$ cat src/rtl/ready_gen_pkg.sv
// Shared types and helpers for the ready pattern generator.
package ready_gen_pkg;

  typedef enum logic [2:0] {
    RDY_RANDOM = 3'd0,
    RDY_TOGGLE = 3'd1,
    RDY_BURST  = 3'd2,
    RDY_HIGH   = 3'd3,
    RDY_LOW    = 3'd4
  } rdy_mode_e;

  localparam logic [15:0] LFSR_TAPS = 16'hB400;

  // Per-channel seed: base seed scrambled by channel index, never zero
  // (an all-zero Galois LFSR would lock up).
  function automatic logic [15:0] chan_seed(input logic [15:0] seed, input int c);
    logic [31:0] mult;
    logic [15:0] s;
    mult = 32'h1111 * 32'(c + 1);
    s    = seed ^ mult[15:0];
    return (s == 16'h0000) ? 16'h0001 : s;
  endfunction

endpackage

$ cat src/rtl/ready_chan_gen.sv
// One ready channel: LFSR, burst phase counter, stall cap and optional
// stall statistics. Stats counter is built only when READY_GEN_STATS_EN
// is defined; otherwise stall_total_o is tied to zero.
module ready_chan_gen
  import ready_gen_pkg::*;
#(
  parameter int          CNT_W     = 8,
  parameter logic [15:0] SEED      = 16'h0001,
  parameter int unsigned MAX_STALL = 0
) (
  input  logic             clk_i,
  input  logic             rst_i,
  input  logic             en_i,
  input  logic [2:0]       mode_i,
  input  logic [7:0]       thresh_i,
  input  logic [CNT_W-1:0] on_len_i,
  input  logic [CNT_W-1:0] off_len_i,
  output logic             ready_o,
  output logic [31:0]      stall_total_o
);

  logic             ready_q, ready_d;
  logic [15:0]      lfsr_q, lfsr_d;
  logic [CNT_W-1:0] cnt_q, cnt_d;
  logic             phase_on_q, phase_on_d;
  logic [31:0]      stall_q, stall_d;
  logic             mode_rdy;
  logic [CNT_W:0]   cnt_inc;

  // Next-state: mode decision, burst sequencing, stall cap override.
  always_comb begin
    lfsr_d     = lfsr_q;
    ready_d    = 1'b1;
    cnt_d      = '0;
    phase_on_d = 1'b1;
    stall_d    = '0;
    mode_rdy   = 1'b1;
    cnt_inc    = {1'b0, cnt_q} + 1'b1;
    if (en_i) begin
      lfsr_d = {1'b0, lfsr_q[15:1]} ^ (lfsr_q[0] ? LFSR_TAPS : 16'h0000);
      case (rdy_mode_e'(mode_i))
        RDY_RANDOM: mode_rdy = (lfsr_q[7:0] < thresh_i);
        RDY_TOGGLE: mode_rdy = ~ready_q;
        RDY_BURST: begin
          // Zero-length phases collapse to a constant level; the counter
          // stays parked at ON/0 so a later non-zero length starts cleanly.
          if (on_len_i == '0 && off_len_i == '0) begin
            mode_rdy = 1'b1;
          end else if (on_len_i == '0) begin
            mode_rdy = 1'b0;
          end else if (off_len_i == '0) begin
            mode_rdy = 1'b1;
          end else begin
            mode_rdy   = phase_on_q;
            cnt_d      = cnt_inc[CNT_W-1:0];
            phase_on_d = phase_on_q;
            // >= so a length shrunk below the running count ends the phase
            if (cnt_inc >= {1'b0, (phase_on_q ? on_len_i : off_len_i)}) begin
              cnt_d      = '0;
              phase_on_d = ~phase_on_q;
            end
          end
        end
        RDY_LOW:  mode_rdy = 1'b0;
        default:  mode_rdy = 1'b1;
      endcase
      stall_d = ready_q ? 32'd0 : stall_q + 32'd1;
      ready_d = mode_rdy;
      if (MAX_STALL != 0 && stall_d == 32'(MAX_STALL)) ready_d = 1'b1;
    end
  end

  // Channel state registers.
  always_ff @(posedge clk_i or posedge rst_i) begin
    if (rst_i) begin
      ready_q    <= 1'b0;
      lfsr_q     <= SEED;
      cnt_q      <= '0;
      phase_on_q <= 1'b1;
      stall_q    <= '0;
    end else begin
      ready_q    <= ready_d;
      lfsr_q     <= lfsr_d;
      cnt_q      <= cnt_d;
      phase_on_q <= phase_on_d;
      stall_q    <= stall_d;
    end
  end

  assign ready_o = ready_q;

`ifdef READY_GEN_STATS_EN
  logic [31:0] stat_q;

  // Saturating count of enabled cycles spent with ready low.
  always_ff @(posedge clk_i or posedge rst_i) begin
    if (rst_i) begin
      stat_q <= '0;
    end else if (en_i && !ready_q && stat_q != 32'hFFFF_FFFF) begin
      stat_q <= stat_q + 32'd1;
    end
  end

  assign stall_total_o = stat_q;
`else
  assign stall_total_o = '0;
`endif

endmodule

$ cat src/rtl/ready_pattern_gen.sv
// Multi-channel backpressure generator for sink BFMs. One ready_chan_gen
// per channel; config buses are sliced per channel. Optional stats counters
// are enabled with READY_GEN_STATS_EN.
module ready_pattern_gen
  import ready_gen_pkg::*;
#(
  parameter int          NUM_CH    = 4,
  parameter int          CNT_W     = 8,
  parameter logic [15:0] SEED      = 16'hACE1,
  parameter int unsigned MAX_STALL = 0
) (
  input  logic                   clk,
  input  logic                   rst,
  input  logic [NUM_CH-1:0]      en,
  input  logic [3*NUM_CH-1:0]    mode,
  input  logic [8*NUM_CH-1:0]    thresh,
  input  logic [CNT_W-1:0]       on_len,
  input  logic [CNT_W-1:0]       off_len,
  output logic [NUM_CH-1:0]      ready,
  output logic [32*NUM_CH-1:0]   stall_total
);

  for (genvar c = 0; c < NUM_CH; c++) begin : g_ch
    ready_chan_gen #(
      .CNT_W     (CNT_W),
      .SEED      (chan_seed(SEED, c)),
      .MAX_STALL (MAX_STALL)
    ) u_chan (
      .clk_i         (clk),
      .rst_i         (rst),
      .en_i          (en[c]),
      .mode_i        (mode[3*c +: 3]),
      .thresh_i      (thresh[8*c +: 8]),
      .on_len_i      (on_len),
      .off_len_i     (off_len),
      .ready_o       (ready[c]),
      .stall_total_o (stall_total[32*c +: 32])
    );
  end

endmodule

$ cat config.mk
export PLATFORM = sky130hd
export DESIGN_NAME = ready_pattern_gen
export DESIGN_NICKNAME = d
export VERILOG_FILES = /design/src/rtl/ready_gen_pkg.sv /design/src/rtl/ready_chan_gen.sv /design/src/rtl/ready_pattern_gen.sv
export SDC_FILE = /design/constraint.sdc
export NUM_CORES = 1
export LEC_CHECK = 0
export ABC_AREA = 1
export CORE_UTILIZATION = 30
export CTS_CLUSTER_DIAMETER = 200
export DETAILED_ROUTE_END_ITERATION = 8
export DONT_BUFFER_PORTS = 1
export SLEW_MARGIN = 25
export SYNTH_ARGS = -nofsm -noshare
export SYNTH_HDL_FRONTEND = slang
export SYNTH_SLANG_ARGS = --single-unit
$ cat constraint.sdc
create_clock -name clk -period 7.7 [get_ports clk]
set_clock_uncertainty 0.2 [all_clocks]
set_input_delay 2.31 -clock clk [delete_from_list [all_inputs] [get_ports clk]]
set_output_delay 2.31 -clock clk [all_outputs]
set_load 0.005 [all_outputs]
==> results.txt <==
The congestion estimate from routability-driven global placement came to 0.810. The starting density of the core came out at 0.307. The total congestion overflow after global routing came out at 0. The worst setup path is launched from an input pin. The cell at the root of the clock tree is sky130_fd_sc_hd__clkbuf_16. Dividing the final minimum period by the clock period gives 0.471. The most used flip-flop cell after synthesis is sky130_fd_sc_hd__dfrtp_1. The flow ran to the end, and the final reports show no timing, DRC or antenna violations. The internal power of the cells came out at 1060 uW.

For this run, the total global-route usage over all layers was measured as 0.116. A synthesized cell averages 7.97 um^2. The worst-case vdd ir drop came out at 0.107 mV. In this run the tightest slew margin relative to its limit is 0.559. Setup repair after global routing left no endpoint under its margin. In this run the power density over the cells is 194 nW/um^2. The critical path starts at on_len[3]. In this run, placement finished with an instance count of 1243. The count of clock tree sinks came out at 104. In this run the register-to-register setup slack is 5.12 ns.

In the post-synthesis netlist, the cell with the most instances is sky130_fd_sc_hd__nand2_1. The synthesized design contains 0 enable-type register cells. The post-synthesis to final-layout area growth is 1.86%. During I/O placement, the number of pins put on the boundary was 198.

The number of DRC violations after detailed-routing iteration 0 is 242. Of the total power, the share spent switching nets is 0.288. The relative contribution of combinational cells to total power came out at 0.172.

The arrival time at the worst endpoint is 3.71 ns. The post-cts hold buffer count came out at 0. The worst setup path is captured at a register. Setup violations remaining at the end of the flow were counted as 0. The worst flop-to-flop path endpoint is g_ch[1].u_chan.cnt_q[7]$_DFF_PP0_. In the routed design, unresolved DRC markers number 0. Synthesis handed over a netlist of 943 instances. Adding up every negative setup slack in the final design gives 0 ns. The proportion of netlist area held by the largest area contributor is 0.213. The data required time of the worst path is 7.78 ns.

The number of buffers inserted to repair setup after CTS came out at 0. The layout has 2625 filler cells. The clock reaches the later pin of the worst-skew pair after 0.35 ns. The fraction of registers with async set or reset after synthesis is 1.00. The post-synthesis instance area came out at 7520 um^2. The worst register-to-register path begins at g_ch[1].u_chan.cnt_q[0]$_DFF_PP0_. The total of max-cap violations came out at 0. For this design the static power due to leakage is 0.00391 uW.

The count of yosys warnings during synthesis is 0. The floorplan step defined a die boundary enclosing 25700 um^2. The final period demand of the worst path came out at 3.63 ns. Of the cells placed in the final design, the portion with a size suffix greater than 1 is 0.113. The biggest area consumer among synthesized cells is sky130_fd_sc_hd__dfrtp_1. The number of rows in the core area came out at 57. Along the worst hold path, the cell count comes to 2.

In this run the most critical hold path is launched from g_ch[0].u_chan.lfsr_q[12]$_DFFE_PP1P_. The type of the tightest min-delay check is register to register. The overall die width is 160 um. The TritonCTS clock tree is yes. The clock slew at the register clock pins of the worst setup and hold paths is 0.08 ns. In this run the worst path has a maximum fanout of 8.

Summed over all layers, the routed wires come to 14000 um. The area of the core region is 24500 um^2. 0 antenna diodes ended up in the layout. TritonCTS created 9 clock buffers. By count the netlist is led by sky130_fd_sc_hd__nand2_1 (209), sky130_fd_sc_hd__buf_4 (132), sky130_fd_sc_hd__inv_1 (112), sky130_fd_sc_hd__o21ai_0 (96). The routed via count divided by cell count is 4.19. Input and output buffers added on the ports amount to 0. The routed wire length per instance is 11.1 um. The count of H-tree levels built during CTS is 3.

The number of global-route vias before repair is 4937. The count of cells resized by post-cts repair is 0. Once detail routing completed, the nets flagged for antenna violations numbered 0. The power spent charging and discharging nets came out at 427 uW. The share of total power dissipated in sequential elements is 0.501. The number of flip-flops and latches in the synthesized netlist is 104. Total power for the finished layout comes to 1480 uW.

The share of total power dissipated in the clock network is 0.326. The number of antenna violations at the first check in global routing came to 0. The total area of multi-input combinational cells came out at 3810 um^2. The sequential fraction of the synthesis area came out at 0.353.

The clock passes through at most 2 buffers. The sink of the worst hold path is g_ch[0].u_chan.lfsr_q[11]$_DFFE_PP1P_. The first-pass GRT wire length came out at 23900 um. The via count of the routed design is 5277. The net count of the finished layout is 1060. The first-pass iteration count of the detailed router came out at 5.

The final non-filler cell total is 1259. The vertical die dimension is 160 um. By area the synthesized netlist is led by sky130_fd_sc_hd__dfrtp_1 (21%), sky130_fd_sc_hd__dfstp_2 (14%), sky130_fd_sc_hd__buf_4 (13%), sky130_fd_sc_hd__ha_1 (11%), sky130_fd_sc_hd__nand2_1 (10%). The pin count of the biggest net entering global routing is 71. Summing all flip-flop and latch instances after layout gives 2650 um^2. The HPWL after detailed placement came out at 10800 um. The number of distinct library cell variants in the gate-level netlist after synthesis came out at 44. The highest clock rate is 276 MHz. The count of cells along the worst register-to-register path is 13.

The hold violation count in the final report is 0. The kind of critical path is input pin to register. The number of pins exceeding their max-slew limit in the final report was 0. At the pin with the least slew margin, the transition time is 0.662 ns.
-- area by class of cell --
type,count,area share
Multi-Input combinational cell,693,0.498
Tap cell,324,0.0529
Timing Repair Buffer,1,0.00147
Inverter,121,0.0600
Sequential cell,104,0.346
Clock buffer,11,0.0330
Clock inverter,5,0.00801
-- flip-flops by register name (all words and copies together), names as in the netlist --
register / cells
g_ch.u_chan.phase_on_q: 4
g_ch.u_chan.lfsr_q: 64
g_ch.u_chan.cnt_q: 32
g_ch.u_chan.ready_o: 4
-- power by group through the flow --
stage	clock network [uW]	registers [uW]	logic (uW)
after floorplan	0	731	272
after global placement	0	752	249
after detailed placement	0	753	260
after CTS	510	745	261
after global routing	524	758	312
final	484	744	256
-- layout by cell type, fill, tap and decap left out, types with 3 or more instances in the layout --
cell | Yosys | layout
sky130_fd_sc_hd__nand2_1 | 209 | 209
sky130_fd_sc_hd__a211oi_1 | 4 | 4
sky130_fd_sc_hd__or2_2 | 3 | 3
sky130_fd_sc_hd__clkbuf_16 | 0 | 9
sky130_fd_sc_hd__nand4_1 | 7 | 7
sky130_fd_sc_hd__nand3_1 | 29 | 29
sky130_fd_sc_hd__a21oi_1 | 23 | 23
sky130_fd_sc_hd__conb_1 | 1 | 128
sky130_fd_sc_hd__nor3_1 | 7 | 7
sky130_fd_sc_hd__nand2_2 | 3 | 3
sky130_fd_sc_hd__inv_2 | 7 | 7
sky130_fd_sc_hd__nand3b_1 | 4 | 4
sky130_fd_sc_hd__xor2_1 | 16 | 16
sky130_fd_sc_hd__xnor2_1 | 16 | 16
sky130_fd_sc_hd__o21ai_0 | 96 | 96
sky130_fd_sc_hd__dfrtp_1 | 64 | 64
sky130_fd_sc_hd__nand2_4 | 3 | 3
sky130_fd_sc_hd__dfstp_2 | 40 | 40
sky130_fd_sc_hd__nor2_1 | 39 | 39
sky130_fd_sc_hd__nor2_2 | 13 | 13
sky130_fd_sc_hd__inv_1 | 112 | 111
sky130_fd_sc_hd__ha_1 | 64 | 64
sky130_fd_sc_hd__nor3_2 | 8 | 8
-- cells by family (layout without fill, tap and decap cells) --
logic type,after synthesis,in the layout,share of synthesized area
buf+inv,273,138,0.203
simple gates,333,333,0.201
flops,104,104,0.353
compound gates,136,136,0.0991
fa+ha+maj,64,64,0.107
other cells,1,128,0.000499
xor+xnor,32,32,0.0373
-- stage by stage --
step	cell area (um^2)	worst slack, ns	utilization	hold WS (ns)
CTS	7650	4.11	0.313	0.267
detailed placement	7340	3.73	0.300	0.255
global route	7660	3.92	0.313	0.292
floorplan	7990	2.52	-	0.242
global placement	7340	3.78	0.300	0.253
finish	7660	4.07	0.313	0.266
-- how the worst max path moves through the flow --
stage / endpoint / depth (start not counted) / slack [ns]
final: g_ch[1].u_chan.cnt_q[7]$_DFF_PP0_ / 13 / 4.07
after global routing: g_ch[1].u_chan.cnt_q[7]$_DFF_PP0_ / 13 / 3.92
after CTS: g_ch[1].u_chan.cnt_q[7]$_DFF_PP0_ / 13 / 4.11
after detailed placement: g_ch[1].u_chan.cnt_q[7]$_DFF_PP0_ / 13 / 3.73
after global placement: g_ch[0].u_chan.phase_on_q$_DFFE_PP1P_ / 15 / 3.78
after floorplan: g_ch[0].u_chan.cnt_q[0]$_DFF_PP0_ / 1 / 2.52
-- layer usage --
metal | wire length [um] | track usage
met2 | 6370 | 0.183
met1 | 6790 | 0.155
met4 | 161 | 0.0329
met5 | 0 | 0
met3 | 714 | 0.0314
-- critical path, stage by stage --
cell and delay, ns:
sky130_fd_sc_hd__inv_1 0.13, sky130_fd_sc_hd__nand2_1 0.06, sky130_fd_sc_hd__o21ai_0 0.12, sky130_fd_sc_hd__ha_1 0.28, sky130_fd_sc_hd__nand2_1 0.06, sky130_fd_sc_hd__inv_1 0.05
sky130_fd_sc_hd__nand3b_1 0.07, sky130_fd_sc_hd__nand3_1 0.07, sky130_fd_sc_hd__nand2_1 0.06, sky130_fd_sc_hd__nand2_1 0.05, sky130_fd_sc_hd__nand2_1 0.13, sky130_fd_sc_hd__nand3_4 0.17
sky130_fd_sc_hd__a21oi_2 0.14
No activity file was read; power rests on OpenSTA's default activity.
==> variant (config.mk and constraints unchanged) <==
Change the parameter `NUM_CH` from 4 to 6.
--- a/src/rtl/ready_pattern_gen.sv
+++ b/src/rtl/ready_pattern_gen.sv
@@ -4,7 +4,7 @@
 module ready_pattern_gen
   import ready_gen_pkg::*;
 #(
-  parameter int          NUM_CH    = 4,
+  parameter int          NUM_CH    = 6,
   parameter int          CNT_W     = 8,
   parameter logic [15:0] SEED      = 16'hACE1,
   parameter int unsigned MAX_STALL = 0
Ports: changed (5 resized); port bits go from 198 to 288. The function was not compared with the original's and may differ.
==> variant against the unedited design <==
The flow now finishes with violations (design-rule violations). Wire length is 54% higher. Hold slack lost 0.0032 ns. Worst setup slack gained 0.036 ns. Critical endpoint is now g_ch[4].u_chan.cnt_q[4]. Combinational power increased by 48%. Cell count rose by 47%. Synthesized area up 46%. Design area is 47% higher. Count of clock-buffer cells in the layout up 10. Power is 57% higher. Clock power increased by 72%. Sequential share of layout area is 0.65 points higher. Sequential cell count grew 52.
==> variant: results (changes against the unedited design) <==
status finished, violations left; failing checks design-rule violations; post-synthesis sequential area ratio 36.2% (+0.91 points); biggest regs g_ch.u_chan.lfsr_q x96, g_ch.u_chan.cnt_q x48; GRT Util Overall 11.7% (+0.13 points); Crit path arrival time 3.74 ns (+0.03 ns); top post-synthesis cells by area dfrtp_1, dfstp_2, buf_4; CTS Buf Count 17 (+8); initial antenna violation count 0 (unchanged); # DRC 24 (+24); clock tree buffer depth 2 (unchanged); crit-path max FO 9 (+1); synth warn 0 (unchanged); worst r2r src g_ch[4].u_chan.cnt_q[0]; min-delay worst type reg2reg; Max rail drop VDD 98.9 uV (-7.5%); post-CTS sizing 0 (unchanged); crit end category flop; clock latency on the worst-skew pair 0.43 ns (+0.08 ns); share of layout cells above drive strength 1 8.32% (-3.0 points); first-pass GRT wire length 35900 um (+51%); largest net degree at the start of global routing 108 (+52%); static leakage 5.86 nW (+50%); nets 1568 (+48%); H-tree lvl count 4 (+1); Synth async-reset ratio 100% (unchanged); # port buffers 0 (unchanged); Synth cell types 35 (-20%); DRT Wirelength 21600 um (+54%); routability congestion estimate 0.800 (-1.3%); Cells after Synth 1402 (+49%); Synth Flop Type dfrtp_1; placed cells 1824 (+47%); most frequent cells after synthesis nand2_1, buf_4, inv_1; R2R Path End g_ch[4].u_chan.cnt_q[4]; CTS Root Cell clkbuf_16; vias in the first global route 7386 (+50%); postcts setup bufs 0 (unchanged); CTS sink count 156 (+50%); crit path launch on_len[4]; dpl hpwl 16400 um (+51%); Slew @ Worst Pin 0.775 ns (+0.113 ns); Reg clk slew, reported paths 0.06 ns (-0.02 ns); TritonRoute pass-1 iters 7 (+2); DRT iter0 DRCs 324 (+34%); Via Count 7928 (+50%); # diodes 0 (unchanged); r2r setup slk 5.16 ns (+0.04 ns); worst-case reg-to-reg path depth 12 (-1); via density per instance 4.27 (+1.9%)
variant: cell types whose count changed in the layout (fill, tap and decap cells not counted), sizes merged, moves of 18 or more:
cell / before / now
nand2: 215 / 313
conb: 128 / 192
inv: 122 / 177
o21ai: 98 / 143
dfrtp: 64 / 96
ha: 64 / 96
nor2: 54 / 86
dfstp: 40 / 60
nand3: 31 / 49
variant: critical path: stages:
cell and delay (ns):
inv_1 0.16, nand2_1 0.07, o21ai_0 0.09, ha_1 0.29, a21oi_1 0.15, nand3_1 0.10
nand2_1 0.07, nand2_1 0.06, nand2_1 0.09, nand3_2 0.17, nor2_1 0.18
variant: through the flow:
step           instance area (sq um)  worst slack [ns]
2_1_floorplan                  11700              1.08
3_3_place_gp                   10700              3.68
3_5_place_dp                   10700              3.64
4_1_cts                        11300              4.10
5_1_grt                        11300              3.92
6_report                       11300              4.11
variant: where the power goes:
| group | internal, W | switching (W) |
|---|---|---|
| Combinational | 0.000156 | 0.000223 |
| Sequential | 0.00102 | 0.000100 |
| Clock | 0.000475 | 0.000356 |
| Total | 0.00165 | 0.000679 |
variant: layout make-up:
class	instances	area, sq um
clock inverter	11	113
inverter	178	678
timing repair buffer	1	7.51
tap	461	577
clock buffer	21	470
multi-input combinational	1028	5450
sequential	156	3980
fill	3777	24600
variant: worst min-delay path by stage:
stage / cells past startpoint / endpoint / startpoint / slack (ns)
finish: 2 / g_ch[2].u_chan.lfsr_q[9] / g_ch[2].u_chan.lfsr_q[9] / 0.26
global route: 2 / g_ch[5].u_chan.lfsr_q[9] / g_ch[5].u_chan.lfsr_q[9] / 0.27
CTS: 2 / g_ch[5].u_chan.lfsr_q[9] / g_ch[5].u_chan.lfsr_q[9] / 0.26
detailed placement: 2 / g_ch[5].u_chan.lfsr_q[9] / g_ch[5].u_chan.lfsr_q[9] / 0.25
global placement: 2 / g_ch[2].u_chan.lfsr_q[11] / g_ch[2].u_chan.lfsr_q[12] / 0.25
floorplan: 2 / g_ch[0].u_chan.lfsr_q[9] / g_ch[0].u_chan.lfsr_q[9] / 0.24
variant: layer usage:
metal / up-vias / global-route usage (%) / wire, um
li1: 4022 / - / -
met1: 3682 / 14.4 / 9770
met2: 193 / 19.7 / 10400
met3: 31 / 2.67 / 954
met4: 0 / 4.98 / 539
met5: - / 0 / 0
variant: kinds of logic after synthesis:
group,count (synthesis),share of synthesized area [%]
AO/OA/AOI/OAI,195,9.29
buffers and inverters,409,20.8
flip-flops,156,36.2
AND/OR/NAND/NOR,496,18.9
other,1,0.0341
adder cells (fa/ha/maj),96,10.9
XOR/XNOR,49,3.90
